File: src/rtl/card_pkg.sv
// Shared card width, compare verdict codes and round FSM states
// for the card game round controller.
package card_pkg;

  localparam int CARD_W = 4;

  localparam logic [1:0] MR_INVALID = 2'b00;
  localparam logic [1:0] MR_DRAW    = 2'b01;
  localparam logic [1:0] MR_P1      = 2'b10;
  localparam logic [1:0] MR_P2      = 2'b11;

  typedef enum logic [2:0] {
    ST_IDLE,
    ST_COLLECT,
    ST_EVAL,
    ST_UPDATE,
    ST_DONE
  } state_t;

endpackage

File: src/rtl/card_latch.sv
// One player's card capture: valid/ready accept, card register,
// latched flag; the first card accepted is held until cleared.
module card_latch
  import card_pkg::*;
#(
  parameter int W = CARD_W
) (
  input  logic         clk,
  input  logic         rst_n,
  input  logic         i_en,
  input  logic         i_clr,
  input  logic         i_valid,
  input  logic [W-1:0] i_card,
  output logic         o_ready,
  output logic         o_latched,
  output logic [W-1:0] o_card
);

  logic         r_latched;
  logic [W-1:0] r_card;
  logic         w_take;

  assign o_ready   = i_en & ~r_latched;
  assign w_take    = i_valid & o_ready & ~i_clr;
  assign o_latched = r_latched;
  assign o_card    = r_card;

  // clear only drops the flag; the card stays visible to compare
  always_ff @(posedge clk or negedge rst_n) begin
    if (!rst_n) begin
      r_latched <= 1'b0;
      r_card    <= '0;
    end else begin
      if (i_clr)       r_latched <= 1'b0;
      else if (w_take) r_latched <= 1'b1;
      if (w_take)      r_card    <= i_card;
    end
  end

endmodule

File: src/rtl/round_scorer.sv
// Game-round controller: collects a card per player, samples the
// compare verdict, keeps scores and rounds, and declares a winner.
module round_scorer
  import card_pkg::*;
#(
  parameter int CARD_W     = card_pkg::CARD_W,
  parameter int NUM_ROUNDS = 5,
  parameter int WIN_SCORE  = 3
) (
  input  logic              clk,
  input  logic              rst_n,
  input  logic              start,
  input  logic              p1_valid,
  input  logic [CARD_W-1:0] p1_card,
  input  logic              p2_valid,
  input  logic [CARD_W-1:0] p2_card,
  input  logic [1:0]        matchresult,
  output logic [CARD_W-1:0] p1_handcard,
  output logic [CARD_W-1:0] p2_handcard,
  output logic              p1_ready,
  output logic              p2_ready,
  output logic [2:0]        p1_score,
  output logic [2:0]        p2_score,
  output logic [2:0]        round_cnt,
  output logic              round_done,
  output logic              game_over,
  output logic [1:0]        winner,
  output logic              err
);

  state_t     r_state;
  state_t     w_state_nxt;
  logic [1:0] r_mr;
  logic [2:0] r_p1;
  logic [2:0] r_p2;
  logic [2:0] r_cnt;

  logic       w_en;
  logic       w_clr;
  logic       w_lat1;
  logic       w_lat2;
  logic [2:0] w_p1_nxt;
  logic [2:0] w_p2_nxt;
  logic [2:0] w_cnt_nxt;
  logic       w_end;

  assign w_en  = (r_state == ST_COLLECT);
  assign w_clr = start | (r_state == ST_UPDATE);

  card_latch #(.W(CARD_W)) u_p1 (
    .clk       (clk),
    .rst_n     (rst_n),
    .i_en      (w_en),
    .i_clr     (w_clr),
    .i_valid   (p1_valid),
    .i_card    (p1_card),
    .o_ready   (p1_ready),
    .o_latched (w_lat1),
    .o_card    (p1_handcard)
  );

  card_latch #(.W(CARD_W)) u_p2 (
    .clk       (clk),
    .rst_n     (rst_n),
    .i_en      (w_en),
    .i_clr     (w_clr),
    .i_valid   (p2_valid),
    .i_card    (p2_card),
    .o_ready   (p2_ready),
    .o_latched (w_lat2),
    .o_card    (p2_handcard)
  );

  assign w_p1_nxt  = r_p1 + 3'(r_mr == MR_P1);
  assign w_p2_nxt  = r_p2 + 3'(r_mr == MR_P2);
  assign w_cnt_nxt = r_cnt + 3'd1;
  assign w_end     = (w_p1_nxt == 3'(WIN_SCORE))
                   | (w_p2_nxt == 3'(WIN_SCORE))
                   | (w_cnt_nxt == 3'(NUM_ROUNDS));

  always_comb begin
    w_state_nxt = r_state;
    if (start) begin
      w_state_nxt = ST_COLLECT;
    end else begin
      unique case (r_state)
        ST_IDLE:    w_state_nxt = ST_IDLE;
        ST_COLLECT: if (w_lat1 & w_lat2) w_state_nxt = ST_EVAL;
        ST_EVAL:    w_state_nxt = ST_UPDATE;
        ST_UPDATE:  w_state_nxt = w_end ? ST_DONE : ST_COLLECT;
        ST_DONE:    w_state_nxt = ST_DONE;
        default:    w_state_nxt = ST_IDLE;
      endcase
    end
  end

  always_ff @(posedge clk or negedge rst_n) begin
    if (!rst_n) begin
      r_state <= ST_IDLE;
      r_mr    <= MR_INVALID;
      r_p1    <= '0;
      r_p2    <= '0;
      r_cnt   <= '0;
    end else begin
      r_state <= w_state_nxt;
      if (start) begin
        r_mr  <= MR_INVALID;
        r_p1  <= '0;
        r_p2  <= '0;
        r_cnt <= '0;
      end else begin
        if (r_state == ST_EVAL) r_mr <= matchresult;
        if (r_state == ST_UPDATE) begin
          r_p1  <= w_p1_nxt;
          r_p2  <= w_p2_nxt;
          r_cnt <= w_cnt_nxt;
        end
      end
    end
  end

  assign p1_score   = r_p1;
  assign p2_score   = r_p2;
  assign round_cnt  = r_cnt;
  assign round_done = (r_state == ST_UPDATE) & ~start;
  assign err        = round_done & (r_mr == MR_INVALID);
  assign game_over  = (r_state == ST_DONE);

  always_comb begin
    winner = MR_INVALID;
    if (game_over) begin
      unique case (1'b1)
        (r_p1 > r_p2): winner = MR_P1;
        (r_p2 > r_p1): winner = MR_P2;
        default:       winner = MR_DRAW;
      endcase
    end
  end

endmodule

File: config.mk
export PLATFORM = sky130hd
export DESIGN_NAME = round_scorer
export DESIGN_NICKNAME = d
export VERILOG_FILES = /design/src/rtl/card_pkg.sv /design/src/rtl/card_latch.sv /design/src/rtl/round_scorer.sv
export SDC_FILE = /design/constraint.sdc
export NUM_CORES = 1
export LEC_CHECK = 0
export ABC_AREA = 1
export ABC_CLOCK_PERIOD_IN_PS = 2570
export BUFFER_PORTS_ARGS = -buffer_cell sky130_fd_sc_hd__buf_4
export CAP_MARGIN = 30
export CORE_MARGIN = 2
export CORE_UTILIZATION = 54
export CTS_CLUSTER_SIZE = 12
export DETAILED_ROUTE_END_ITERATION = 16
export PLACE_DENSITY_LB_ADDON = 0.2
export SLEW_MARGIN = 0
export SYNTH_ARGS = -nofsm -noshare
export SYNTH_HDL_FRONTEND = slang
export SYNTH_SLANG_ARGS = --single-unit
File: constraint.sdc
create_clock -name clk -period 2.57 [get_ports clk]
set_clock_uncertainty 0.2 [all_clocks]
set_input_delay 0.257 -clock clk [delete_from_list [all_inputs] [get_ports clk]]
set_output_delay 0.257 -clock clk [all_outputs]
set_load 0.02 [all_outputs]
Yosys cells after proc, flatten, opt, wreduce, memory -nomap -nowiden --
Index checks and enable logic that the tools add are counted.
Word-level totals: output and inout port bits 24, flip-flop bits (word level) 24, input port bits 15, memories kept 0, ROM bits 0, logic and storage cells 63, bits in writable memories 0, latch bits 0
Cells by class: $add $sub $neg 3, reduce and logical (&&, ||, !) cells 5, multiplexer cells 18, multiply operators 0, equal/unequal tests 10, shift-type cells 0, bitwise operators 16, order comparisons 2, div/mod/pow operators 0
Operator list (number):
- 2-to-1 mux 3 bit | 9
- == test 3 x 2 -> 1 bit (second input constant) | 4
- case mux 3 bit (4 select lines) | 1
- AND 1 bit | 9
- nonzero test 2 bit | 4
- adder 3 x 1 -> 3 bit | 2
- == test 3 bit (second input constant) | 2
- greater-than comparator 3 bit | 2
- 2-to-1 mux 2 bit | 3
- == test 2 bit (second input constant) | 2
- 2-to-1 mux 1 bit | 4
- NOT 1 bit | 4
- case mux 2 bit (2 select lines) | 1
- adder 3 x 1 -> 3 bit (second input constant) | 1
- == test 3 x 1 -> 1 bit (second input constant) | 1
- inequality test 3 bit (second input constant) | 1
- bitwise OR 1 bit | 3
- zero test 2 bit | 1

Logic depth before layout (Yosys ltp) --
depth in word-level cells 8, gate-level depth with buffers 10, depth with buffers taken out 10

Modules after synthesis --
Synthesis repeated with hierarchy kept, for this count alone.
Unflattened totals: cell total of the unflattened synthesis 151, area total of the unflattened synthesis 1251.2 um^2
Modules (own cells, without submodules):
- round_scorer | times used 1, sequential area each 350.3 um^2, area an instance 830.8 um^2, cells an instance 103
- card_latch | times used 2, sequential area each 125.1 um^2, area an instance 210.2 um^2, cells an instance 24

Worst setup path after synthesis --
OpenSTA, ideal clock, no wires.
kind reg-to-output, from register r_state[2], to output winner[1], data arrival time 1524 ps, slack 589 ps, buffers on the path 0, stages on the path, launching flop included 5, required time 2113 ps, path through dfrtp_1 > inv_2 > nor3_1 > inv_1 > a31oi_1
Between the ends: longest elaborated chain between the ends 2
RTL lines:
- from (decl) | line round_scorer.sv:31 | state_t r_state;
- from (signal assigned) | line round_scorer.sv:105 | r_state <= w_state_nxt;
- == test 3 bit | line round_scorer.sv:127 | assign game_over = (r_state == ST_DONE);
- named net game_over | line round_scorer.sv:26 | output logic game_over,
- 2-to-1 mux 2 bit | line round_scorer.sv:131 | if (game_over) begin
- to (decl) | line round_scorer.sv:27 | output logic [1:0] winner,
The timed path passes the listed nets, and every way through them passes these cells.

Final worst setup path --
from register r_p1[2] (netlist: p1_score[2]), to output winner[0]
Between the ends: longest elaborated chain between the ends 3, elaborated cells between the ends (all ways) 4, those cells by class order compare (2); mux (2)
RTL lines:
- from (decl) | line round_scorer.sv:34 | logic [2:0] r_p1;
- from (signal assigned) | line round_scorer.sv:114 | r_p1 <= w_p1_nxt;
- greater-than comparator 3 bit (on tied branches) | line round_scorer.sv:134, round_scorer.sv:133
- case mux 2 bit (2 select lines) * | line round_scorer.sv:132 | unique case (1'b1)
- 2-to-1 mux 2 bit * | line round_scorer.sv:131
Mark *: on every way between the ends. The rest lies on a longest branch, timed or not.

==> results.sh <==
export IMPL_dpl_hpwl_um=2090
export IMPL_p_switching_uw=337
export IMPL_met2_usage_pct=45.3
export IMPL_seqPwrFrac_pct=43.6
export IMPL_seq_area_um2=601
export IMPL_die_h_um=53.6
export IMPL_grt_antenna_before_repair=0
export IMPL_p_leak_nw=0.941
export IMPL_post_route_min_period_ns=2.18
export IMPL_setup_tns_final_ns=0
export IMPL_detail_route_wirelength_um=2900
export IMPL_worstSetupStartpointType="flip-flop"
export IMPL_timing_critical_path_slowest_stage_cell="sky130_fd_sc_hd__dfrtp_1"
export IMPL_worst_ep_arrival_time_ns=1.73
export IMPL_filler_cell_count=162
export IMPL_busiest_layer="met2"
export IMPL_total_standard_cell_area_after_synthesis_um2=1330
export IMPL_routedWlPerCell_um=12.4
export IMPL_area_growth_pct=35.7
export IMPL_grt_pass1_vias=1178
export IMPL_grt_use_total_pct=23.5
export IMPL_floorplan_die_width_um=53.6
export IMPL_area_occupied_by_multi_input_gates_um2=611
export IMPL_pwr_share_comb_pct=30.9
export IMPL_worst_ep_required_time_ns=2.11
export IMPL_antenna_diode_count=0
export IMPL_floorplan_rows=17
export IMPL_floorplan_die_area_um2=2870
export IMPL_placeableCoreArea_um2=2280
export IMPL_dpl_cell_area_um2=1630
export IMPL_critPathBufInv=2
export IMPL_num_io_pins=39
export IMPL_cts_resized_gates=0
export IMPL_grt_max_degree=25
export IMPL_detail_route_iter0_violations=20
export IMPL_critical_path_max_stage_delay_ns=0.39
export IMPL_worst_margin_slew_ns=0.404
export IMPL_synth_sequential_area_ratio_pct=45.2
export IMPL_finish_utilization_pct=79.2
export IMPL_use_met3_pct=2.22
export IMPL_slew_headroom_pct=73.0
export IMPL_cts_sinks=24
export IMPL_layout_cell_area_non_filler_um2=1800
export IMPL_detail_route_antenna_nets=0
export IMPL_htreeDepth=1
export IMPL_cpLargestDelayFamily="flip-flops"
export IMPL_synth_fp_nets=178
export IMPL_finalWeightedCongestion=0.839
export IMPL_crit_chain="inv_1 -> ha_1 -> nand2_1 -> or2_2 -> a21oi_1 -> buf_4"
export IMPL_rsz0062_at_grt="false"
export IMPL_yosys_cell_types_count=24
export IMPL_gr_total_overflow=0
export IMPL_setup_viol=0
export IMPL_route_vias_total=1188
export IMPL_tritoncts="built"
export IMPL_ys_seq_elements=24
export IMPL_ir_drop_uv=507
export IMPL_drt_pass1_iter_count=4
export IMPL_syn_area_per_cell_um2=8.63
export IMPL_synthesis_yosys_warnings=0
export IMPL_drt_drc_violations_left=0
export IMPL_grt_util_met1_pct=26.7
export IMPL_power_report_internal_total_uw=721
export IMPL_power_clock_fraction_pct=25.5
export IMPL_critPathMaxFanout=3
export IMPL_worst_setup_path_type="flip-flop to output pin"
export IMPL_fmax_ghz=0.458
export IMPL_clk_transition_reported_paths_ns=0.13
export IMPL_pwr_density_cell_nw_per_um2=587
export IMPL_start_util_pct=58.4
export IMPL_timing_hold_worst_class="primary input to flip-flop"
export IMPL_layout_worst_path_cycle_share_pct=85.0
export IMPL_cap_viol_max_count=0
export IMPL_drv_slew=0
export IMPL_power_switching_share_pct=31.9
export IMPL_buffer_ports_inserted=38
export IMPL_post_layout_total_power_mw=1.06
export IMPL_netlist_instances=154
export IMPL_clk_root_buffer_cell="sky130_fd_sc_hd__clkbuf_4"
export IMPL_status="finished clean"
export IMPL_viasPerCell=5.08
export IMPL_net_count_of_the_finished_layout=231
export IMPL_hold_viol_final=0
export IMPL_cts_path_max_buffers=2
export IMPL_grt_first_pass_wirelength_um=4900
export IMPL_category_of_the_worst_setup_path_capture_point="output pin"
export IMPL_clock_latency_ns=0.31
export IMPL_cts_buffers=3
export IMPL_post_route_cells_drive_above_1_share_pct=28.2
[registers in the layout, summed over array words and instances, names as in the netlist]
| register | cells |
|---|---|
| u_p1.o_card | 4 |
| u_p2.o_card | 4 |
| p1_score | 3 |
| p2_score | 3 |
| r_state | 3 |
| round_cnt | 3 |
| r_mr | 2 |
| u_p1.o_latched | 1 |
| u_p2.o_latched | 1 |
[cells in the final DEF (no fill, tap or decap), drive strengths merged]
| cell | instances |
|---|---|
| dlygate4sd3 | 12 |
| inv | 25 |
| a31oi | 1 |
| clkinv | 1 |
| bufinv | 1 |
| and2 | 1 |
| clkbuf | 3 |
| or2 | 1 |
| nand3b | 1 |
| nand3 | 9 |
| nor3 | 4 |
| dfrtp | 24 |
| buf | 38 |
| nand4 | 2 |
| ha | 9 |
| o21ai | 17 |
| a21oi | 5 |
| nand2 | 47 |
| nor2 | 5 |
[stage by stage]
stage / worst slack (ns) / hold WS [ns] / cells
6_report: 0.385 / 0.0413 / 234
2_1_floorplan: 0.589 / -0.239 / 154
4_1_cts: 0.385 / 0.0288 / 234
3_5_place_dp: 0.749 / -0.0248 / 218
5_1_grt: 0.310 / 0.0125 / 234
3_3_place_gp: 0.801 / -0.0292 / 218
[layout make-up]
type                            instances  area share (%)
Multi-Input combinational cell        102            33.9
Sequential cell                        24            33.3
Timing Repair Buffer                   50            22.5
Inverter                               26            5.48
Tap cell                               28            1.94
Clock inverter                          1            1.67
Clock buffer                            3            1.25
[synth_stat cells]
cell / number / area [um2]
sky130_fd_sc_hd__nand4_1: 2 / 12.5
sky130_fd_sc_hd__clkinv_2: 1 / 5.00
sky130_fd_sc_hd__buf_6: 1 / 11.3
sky130_fd_sc_hd__nand2_2: 1 / 6.26
sky130_fd_sc_hd__nand2_1: 44 / 165
sky130_fd_sc_hd__dfrtp_1: 24 / 601
sky130_fd_sc_hd__nand2_8: 2 / 40.0
sky130_fd_sc_hd__ha_1: 9 / 113
sky130_fd_sc_hd__o21ai_0: 14 / 70.1
sky130_fd_sc_hd__and2_1: 1 / 6.26
sky130_fd_sc_hd__inv_1: 20 / 75.1
sky130_fd_sc_hd__nor3_1: 3 / 15.0
sky130_fd_sc_hd__nor3_4: 1 / 16.3
sky130_fd_sc_hd__a21oi_1: 5 / 25.0
sky130_fd_sc_hd__nor2_4: 4 / 45.0
sky130_fd_sc_hd__nand3b_1: 1 / 7.51
sky130_fd_sc_hd__nand3_1: 8 / 40.0
sky130_fd_sc_hd__nor2_1: 1 / 3.75
sky130_fd_sc_hd__o21ai_1: 3 / 15.0
sky130_fd_sc_hd__inv_2: 5 / 18.8
sky130_fd_sc_hd__nand3_4: 1 / 17.5
sky130_fd_sc_hd__a31oi_1: 1 / 6.26
sky130_fd_sc_hd__buf_4: 1 / 7.51
sky130_fd_sc_hd__or2_2: 1 / 6.26
[cells by family after synthesis]
group | share of synthesized area, %
simple gates | 28.7
flops | 45.2
fa+ha+maj | 8.47
buf+inv | 8.85
compound gates | 8.76
[repair_timing]
item / in CTS / in global routing
buffers inserted: 0 / 0
hold buffers: 12 / 0
endpoints found under the hold margin: 36 / 0
[power groups by stage]
stage,clock (mW),sequential [mW],combinational [mW]
after detailed placement,0,0.466,0.310
after global routing,0.295,0.468,0.357
after global placement,0,0.462,0.302
after CTS,0.276,0.458,0.325
after floorplan,0,0.516,0.130
final,0.270,0.461,0.327
[metal layers]
metal  share of wire, %  vias up
li1                   -      599
met1                 42      554
met2                 53       31
met3                3.5        4
met4                1.5        0
met5                  0        -
[worst reg2reg max path: cells and delay by family (launching register included)]
family	cells	cell delay (ns)
buffers and inverters	1	0.06
AO/OA/AOI/OAI	1	0.12
AND/OR/NAND/NOR	5	0.42
flip-flops	1	0.44
adder cells (fa/ha/maj)	2	0.47
[path summary, 6_finish.rpt]
| kind | start | endpoint | slack [ns] | cells past startpoint |
|---|---|---|---|---|
| min in group asynchronous | rst_n | p1_score[1]$_DFFE_PN0N_ | 0.16 | 2 |
| max in group asynchronous | rst_n | r_state[2]$_DFFE_PN0P_ | 1.77 | 2 |
| worst max register to register | r_mr[1]$_DFFE_PN0P_ | r_state[2]$_DFFE_PN0P_ | 0.80 | 9 |
| worst min-delay path | p1_valid | u_p1.o_latched$_DFFE_PN0P_ | 0.04 | 3 |
| worst max-delay path | p1_score[2]$_DFFE_PN0N_ | winner[0] | 0.39 | 6 |
| worst min register to register | u_p2.o_card[2]$_DFFE_PN0P_ | u_p2.o_card[2]$_DFFE_PN0P_ | 0.30 | 2 |
No activity file was read; power rests on OpenSTA's default activity.
